===== config.mk =====
export PLATFORM = sky130hd
export DESIGN_NAME = ones_count_sched
export DESIGN_NICKNAME = d
export VERILOG_FILES = /design/src/rtl/ones_count_sched.sv
export SDC_FILE = /design/constraint.sdc
export NUM_CORES = 1
export LEC_CHECK = 0
export BUFFER_PORTS_ARGS = -buffer_cell sky130_fd_sc_hd__clkbuf_2
export CAP_MARGIN = 30
export CELL_PAD_IN_SITES_DETAIL_PLACEMENT = 1
export CELL_PAD_IN_SITES_GLOBAL_PLACEMENT = 1
export CORE_ASPECT_RATIO = 0.75
export CORE_UTILIZATION = 27
export DETAILED_ROUTE_END_ITERATION = 7
export HOLD_SLACK_MARGIN = 0.02
export PLACE_DENSITY = 0.75
export SYNTH_ARGS = -nofsm -noshare
export SYNTH_HDL_FRONTEND = slang
export SYNTH_SLANG_ARGS = --single-unit

===== constraint.sdc =====
create_clock -name clk -period 2 [get_ports clk]
set_clock_uncertainty 0.15 [all_clocks]
set_input_delay 0.2 -clock clk [delete_from_list [all_inputs] [get_ports clk]]
set_output_delay 0.2 -clock clk [all_outputs]
set_load 0.05 [all_outputs]

===== src/rtl/ones_count_sched.sv =====
// Round-robin scheduler sharing one shift-add ones-counter datapath among NUM_REQ requesters.
// Grant and datapath load are issued in the same IDLE cycle; done/result pulse for one cycle.
module ones_count_sched #(
  parameter int unsigned NUM_REQ   = 4,
  parameter int unsigned DATA_SIZE = 8,
  parameter int unsigned CNT_SIZE  = $clog2(DATA_SIZE + 1)
) (
  input  logic                          clk,
  input  logic                          rst_b,
  input  logic [NUM_REQ-1:0]            req,
  input  logic [NUM_REQ*DATA_SIZE-1:0]  req_data,
  output logic [NUM_REQ-1:0]            gnt,
  output logic [NUM_REQ-1:0]            done,
  output logic [CNT_SIZE-1:0]           result,
  output logic                          busy,
  output logic                          err,
  output logic                          dp_load,
  output logic                          dp_shift,
  output logic [DATA_SIZE-1:0]          dp_data,
  input  logic                          dp_zero,
  input  logic [CNT_SIZE-1:0]           dp_cnt
);

  localparam int unsigned PTR_W = (NUM_REQ > 1) ? $clog2(NUM_REQ) : 1;
  localparam int unsigned SC_W  = $clog2(DATA_SIZE + 1);

  localparam logic [1:0] ST_IDLE = 2'd0;
  localparam logic [1:0] ST_RUN  = 2'd1;
  localparam logic [1:0] ST_DONE = 2'd2;

  logic [1:0]           state, state_nxt;
  logic [PTR_W-1:0]     ptr, ptr_nxt;
  logic [PTR_W-1:0]     owner, owner_nxt;
  logic [PTR_W-1:0]     win;
  logic                 found;
  logic [SC_W-1:0]      shift_cnt, shift_cnt_nxt;
  logic                 err_q, err_nxt;

  logic [NUM_REQ-1:0]   gnt_c, done_c;
  logic                 load_c, shift_c;
  logic [DATA_SIZE-1:0] data_c;
  logic [CNT_SIZE-1:0]  result_c;

  logic [DATA_SIZE-1:0] words [NUM_REQ];

  for (genvar g = 0; g < NUM_REQ; g++) begin : g_words
    assign words[g] = req_data[g*DATA_SIZE +: DATA_SIZE];
  end

  // Rotating priority scan starting just after the last winner.
  always_comb begin
    found = 1'b0;
    win   = '0;
    for (int unsigned k = 1; k <= NUM_REQ; k++) begin
      if (!found && req[PTR_W'((32'(ptr) + k) % NUM_REQ)]) begin
        found = 1'b1;
        win   = PTR_W'((32'(ptr) + k) % NUM_REQ);
      end
    end
  end

  always_ff @(posedge clk) begin
    if (!rst_b) begin
      state     <= ST_IDLE;
      ptr       <= PTR_W'(NUM_REQ - 1);
      owner     <= '0;
      shift_cnt <= '0;
      err_q     <= 1'b0;
    end else begin
      state     <= state_nxt;
      ptr       <= ptr_nxt;
      owner     <= owner_nxt;
      shift_cnt <= shift_cnt_nxt;
      err_q     <= err_nxt;
    end
  end

  always_comb begin
    state_nxt     = state;
    ptr_nxt       = ptr;
    owner_nxt     = owner;
    shift_cnt_nxt = shift_cnt;
    err_nxt       = err_q;
    gnt_c         = '0;
    done_c        = '0;
    load_c        = 1'b0;
    shift_c       = 1'b0;
    data_c        = '0;
    result_c      = '0;
    case (state)
      ST_IDLE: begin
        if (found) begin
          gnt_c         = NUM_REQ'(1) << win;
          load_c        = 1'b1;
          data_c        = words[win];
          owner_nxt     = win;
          ptr_nxt       = win;
          shift_cnt_nxt = '0;
          state_nxt     = ST_RUN;
        end
      end
      ST_RUN: begin
        // A datapath that never empties is cut off after DATA_SIZE shifts.
        if (dp_zero) begin
          state_nxt = ST_DONE;
        end else if (shift_cnt == SC_W'(DATA_SIZE)) begin
          err_nxt   = 1'b1;
          state_nxt = ST_DONE;
        end else begin
          shift_c       = 1'b1;
          shift_cnt_nxt = shift_cnt + SC_W'(1);
        end
      end
      ST_DONE: begin
        done_c    = NUM_REQ'(1) << owner;
        result_c  = dp_cnt;
        state_nxt = ST_IDLE;
      end
      default: begin
        state_nxt = ST_IDLE;
      end
    endcase
  end

  assign gnt      = rst_b ? gnt_c    : '0;
  assign done     = rst_b ? done_c   : '0;
  assign result   = rst_b ? result_c : '0;
  assign dp_load  = rst_b & load_c;
  assign dp_shift = rst_b & shift_c;
  assign dp_data  = rst_b ? data_c   : '0;
  assign busy     = rst_b & (state != ST_IDLE);
  assign err      = rst_b & err_q;

endmodule


; ---- Yosys cells after proc, flatten, opt, wreduce, memory -nomap -nowiden
; Index checks and enable logic that the tools add are counted.
; W data, S select, Z words.
[totals]
reg_bits = 11
inputBits = 43
output_inout_bits = 24
[op_classes]
addsub = 5
magnitude_cmp = 5
eq_ne = 7
shifts = 2
n_mux = 42
bitwise = 6
n_reduce_logical = 13
[ops]
columns = op, count
row1 = $mux W4, 10
row2 = $mux W8, 5
row3 = $bmux W8 S2, 1
row4 = $mux W2, 7
row5 = $mux W1, 13
row6 = $lt A2 B3 Y1 const B, 4
row7 = $bmux W1 S2, 4
row8 = $pmux W4 S2, 1
row9 = $shl A1 B2 Y4 const A, 2
row10 = $ne A2 B2 Y1 const B, 3
row11 = $add A2 B1 Y2 const B, 2
row12 = $add A2 B2 Y2 const B, 2
row13 = $add A4 B1 Y4 const B, 1
row14 = $and A1 B1 Y1, 4
row15 = $eq A4 B4 Y1 const B, 1
row16 = $pmux W2 S2, 1
row17 = $reduce_and A2 Y1, 2
row18 = $reduce_and A4 Y1, 1
row19 = $reduce_bool A2 Y1, 2
row20 = $ge A3 B3 Y1 const B, 1
row21 = $logic_and A1 B1 Y1, 3
row22 = $logic_not A1 Y1, 3
row23 = $ne A3 B3 Y1 const B, 1
row24 = $not A2 Y3, 1
row25 = other kinds (5), 5

; ---- Longest topological paths before layout
[depth]
word_depth = 20
mapped_depth = 8
ltp_nobuf = 7

; ---- Least setup slack after synthesis
; Ideal clock, no wire load.
[synth_path]
path_kind = register -> output
from = reg state[1]
to = out dp_data[0]
arrival_ns = 2.167
setup_slack_ns = -0.517
path_stages_with_launch = 6
path_buffers = 1
cell_sequence = dfxtp_1 -> nor3_2 -> and2_1 -> nand2b_1 -> buf_4 -> o22ai_1
[synth_between]
elab_chain_len = 3
[synth_lines]
columns = element, line
row1 = "start, declared", 31  ; logic [1:0] state, state_nxt;
row2 = "start signal, assigned", 70  ; state <= state_nxt;
row3 = $logic_not A2 Y1, 90  ; case (state)
row4 = $mux W8, 90
row5 = $mux W8, 130  ; assign dp_data = rst_b ? data_c : '0;
row6 = "end, declared", 19  ; output logic [DATA_SIZE-1:0] dp_data,
; Every way passes these cells.

; ---- Worst setup path after layout
[layout_path]
from = reg ptr[1]
to = out dp_data[3]
[layout_between]
elab_chain_len = 20
elab_cells_between_ends = 33
cone_classes = add/sub (4) / mux (22) / bitwise (1) / reduce/logical (6)
[layout_lines]
columns = element, line
row1 = "start, declared", 32  ; logic [PTR_W-1:0] ptr, ptr_nxt;
row2 = "start signal, assigned", 65  ; ptr <= PTR_W'(NUM_REQ - 1);
row3 = "start signal, assigned", 71  ; ptr <= ptr_nxt;
row4 = $add A2 B1 Y2, "55, 57"
row5 = $bmux W1 S2, 55  ; if (!found && req[PTR_W'((32'(ptr) + k) % NUM_REQ)]) begin
row6 = $mux W1 (implied by the code), 55
row7 = $mux W1, 55
row8 = $logic_not A1 Y1, 55
row9 = $logic_and A1 B1 Y1, 55
row10 = $mux W1, 55
row11 = $logic_not A1 Y1, 55
row12 = [3 not listed], --
row13 = $logic_and A1 B1 Y1, 55
row14 = $mux W2, 55
row15 = $not A2 Y3 (implied by the code), 95  ; data_c = words[win];
row16 = $bmux W8 S2, 95
row17 = $mux W8 (implied by the code) (2 in a row), 95
row18 = $mux W8 *, 92  ; if (found) begin
row19 = $mux W8 *, 90
row20 = $mux W8 *, 130
; Every way passes the cells marked *; elsewhere a longest branch is shown, timed or not. The select of a mux whose other input is x is not followed.

==> metrics.yaml <==
antenna_cells: 0
hp-start: "rst_b"
min_to: "shift_cnt[2]$_SDFFE_PN0P_"
arrival_ps: 1970
vias: 1222
crit_path_start_kind: "register"
ys_types: 35
grt.total_usage: 0.213
yosysTopAreaCell: "dfxtp_1"
yosys_register_bits: 11
worstSkewPairLatency_ps: 250
maxCapViolCount: 0
root_buffer: "clkbuf_8"
crit_type: "register to primary output"
rr_endpoint: "ptr[0]$_SDFFE_PN1N_"
hold_path_class: "input port to register"
grt_max_degree: 11
hold_violations: 0
io_buffers: 66
status: "complete, but fails checks"
ant_nets: 0
htree_levels: 1
fmax_ghz: 0.431
failed_checks: "DRC, setup timing"
tns_ps: -2930
rsz0062_at_grt: "yes"
wl_per_cell_um: 18.1
nNetsFinal: 244
route.detailed.drc: 6
rows: 18
drv_slew: 0
num_io_pins: 67
die_x_um: 70.5
fin_crit_ps: 2320
r2r_slack_ps: 190
drive_gt1_frac: 0.641
dr.pass1.iters: 6
grt_pass1_wl_um: 5870
ys_warn_count: 0
synth_top_area_frac: 0.232
grt_antenna_before_repair: 0
worstRegToRegCells: 4
path_clk_slew_ps: 50
max-vdd-ir-drop_mv: 0.414
tightestPinTransition_ps: 665
fillers: 400
dr.first_iter.drc_count: 22
grt_pass1_vias: 1193
cp_max_fo: 5
core_area_um2: 3330
fin_crit_sh: 1.16
initial_core_util: 0.285
place.gp.congestion: 0.774
cts_buffers: 3
syn_area_um2: 950
whs_path_depth: 2
synth_area_leaders: "dfxtp_1 23%, mux2i_1 19%, o22ai_1 5.9%, and2_1 4.6%, nor2_1 4.3%"
multi_input_area_um2: 911
post_drt_via_cell_ratio: 5.13
setup_violations: 12
leakagePower_uw: 0.000872
synth_edf_count: 0
whs_ps: 148
cp-end-kind: "primary output"
syn_inst: 117
syn_avg_cell_area_um2: 8.12
dieHeight_um: 53.4
slew_headroom: 0.553
place_hpwl_um: 2650
r2r_start: "state[1]$_SDFFE_PN0P_"
drt-total-wl_um: 4320
dieArea_um2: 3760
ys.flop_type: "dfxtp_1"
cts.sinks: 11
overflow: 0
syn_nets: 162
clockBufferDepth: 2
yosysMostFrequentCell: "mux2i_1"
async_reset_ff_frac: 0
worst_slack_ps: -321
ff_latch_area_um2: 230
synth.cells.most_frequent: "18 x mux2i_1, 11 x dfxtp_1, 11 x nor2_1"
hold_buffers: 0
cts_tree: "yes"
syn_to_final_growth_pct: 100
cp_data_required_time_ps: 1650
power_density_nw_per_um2: 735
synth.yosys.seq_area_share: 0.232
-- power by group --
group / switching (uW) / internal, uW
clock: 89.0 / 140
sequential: 30.8 / 245
combinational: 477 / 413
-- kinds of logic (layout without fill, tap and decap cells) --
kind of cell / after synthesis / in the layout / share of synthesized area
buffers and inverters: 12 / 93 / 0.0843
and+or+nand+nor: 48 / 48 / 0.289
adders and majority gates: 2 / 2 / 0.0263
muxes: 18 / 18 / 0.190
DFF: 11 / 11 / 0.232
AOI/OAI and AO/OA: 26 / 26 / 0.179
-- stage by stage --
| stage | setup slack [ps] | utilization | power (uW) | instance area [um^2] | cells |
|---|---|---|---|---|---|
| 2_1_floorplan | -79.3 | - | 713 | 1030 | 117 |
| 3_3_place_gp | -153 | 0.432 | 851 | 1440 | 226 |
| 3_5_place_dp | -218 | 0.432 | 873 | 1440 | 226 |
| 4_1_cts | -288 | 0.537 | 1310 | 1790 | 240 |
| 5_1_grt | -398 | 0.570 | 1450 | 1900 | 238 |
| 6_report | -321 | 0.570 | 1400 | 1900 | 238 |
-- critical path, cell delays in order (launching register included) --
cell	delay, ps
dfxtp_4	380
mux2i_4	260
o2bb2ai_4	100
a21oi_4	190
buf_6	150
buf_16	130
mux2i_4	230
o22ai_2	120
buf_8	170
-- how the worst max path moves through the flow --
stage / slack, ps / cells after the start / endpoint / start
6_report: -320 / 8 / dp_data[3] / ptr[1]$_SDFFE_PN1N_
5_1_grt: -400 / 8 / dp_data[3] / ptr[1]$_SDFFE_PN1N_
4_1_cts: -290 / 8 / dp_data[2] / ptr[1]$_SDFFE_PN1N_
3_5_place_dp: -220 / 7 / dp_data[2] / ptr[1]$_SDFFE_PN1N_
3_3_place_gp: -150 / 7 / dp_data[5] / req[0]
2_1_floorplan: -80 / 5 / dp_data[0] / state[1]$_SDFFE_PN0P_
-- area by class of cell --
cell class                      count  area share
Timing Repair Buffer               83       0.336
Tap cell                           40      0.0264
Clock buffer                        4      0.0237
Sequential cell                    11       0.121
Inverter                            6      0.0132
Multi-Input combinational cell     94       0.480
-- routing by layer --
layer | wire length (um) | GRT usage
met1 | 1700 | 0.239
met2 | 2320 | 0.393
met3 | 160 | 0.0590
met4 | 133 | 0.0782
met5 | 0 | 0
-- layout by cell type, fill, tap and decap left out, types with 2 or more instances in the layout --
cell type / n
clkbuf_2: 52
mux2i_4: 10
buf_8: 9
buf_4: 9
o22ai_2: 8
nand2_1: 7
nor2_1: 7
clkbuf_8: 7
dfxtp_1: 7
mux2i_1: 6
buf_6: 6
inv_1: 5
and2_1: 5
nor2b_1: 4
a21boi_0: 4
o21ai_0: 4
and3b_1: 3
nor2_4: 3
a21oi_1: 2
nand2b_1: 2
nor3_2: 2
mux2i_2: 2
nand3_1: 2
ha_1: 2
dfxtp_2: 2
dfxtp_4: 2
-- registers in the layout (all words and copies together) (netlist names) --
name	count
err_q	1
ptr	2
owner	2
state	2
shift_cnt	4
-- what timing repair did --
action | CTS | global route
pin swaps | 3 | 6
setup buffers | 7 | 1
resized for setup | 45 | 38
endpoints found under the setup margin | 13 | 15
cloned | 3 | 0
Note: power is estimated with default switching activity, not from simulation.
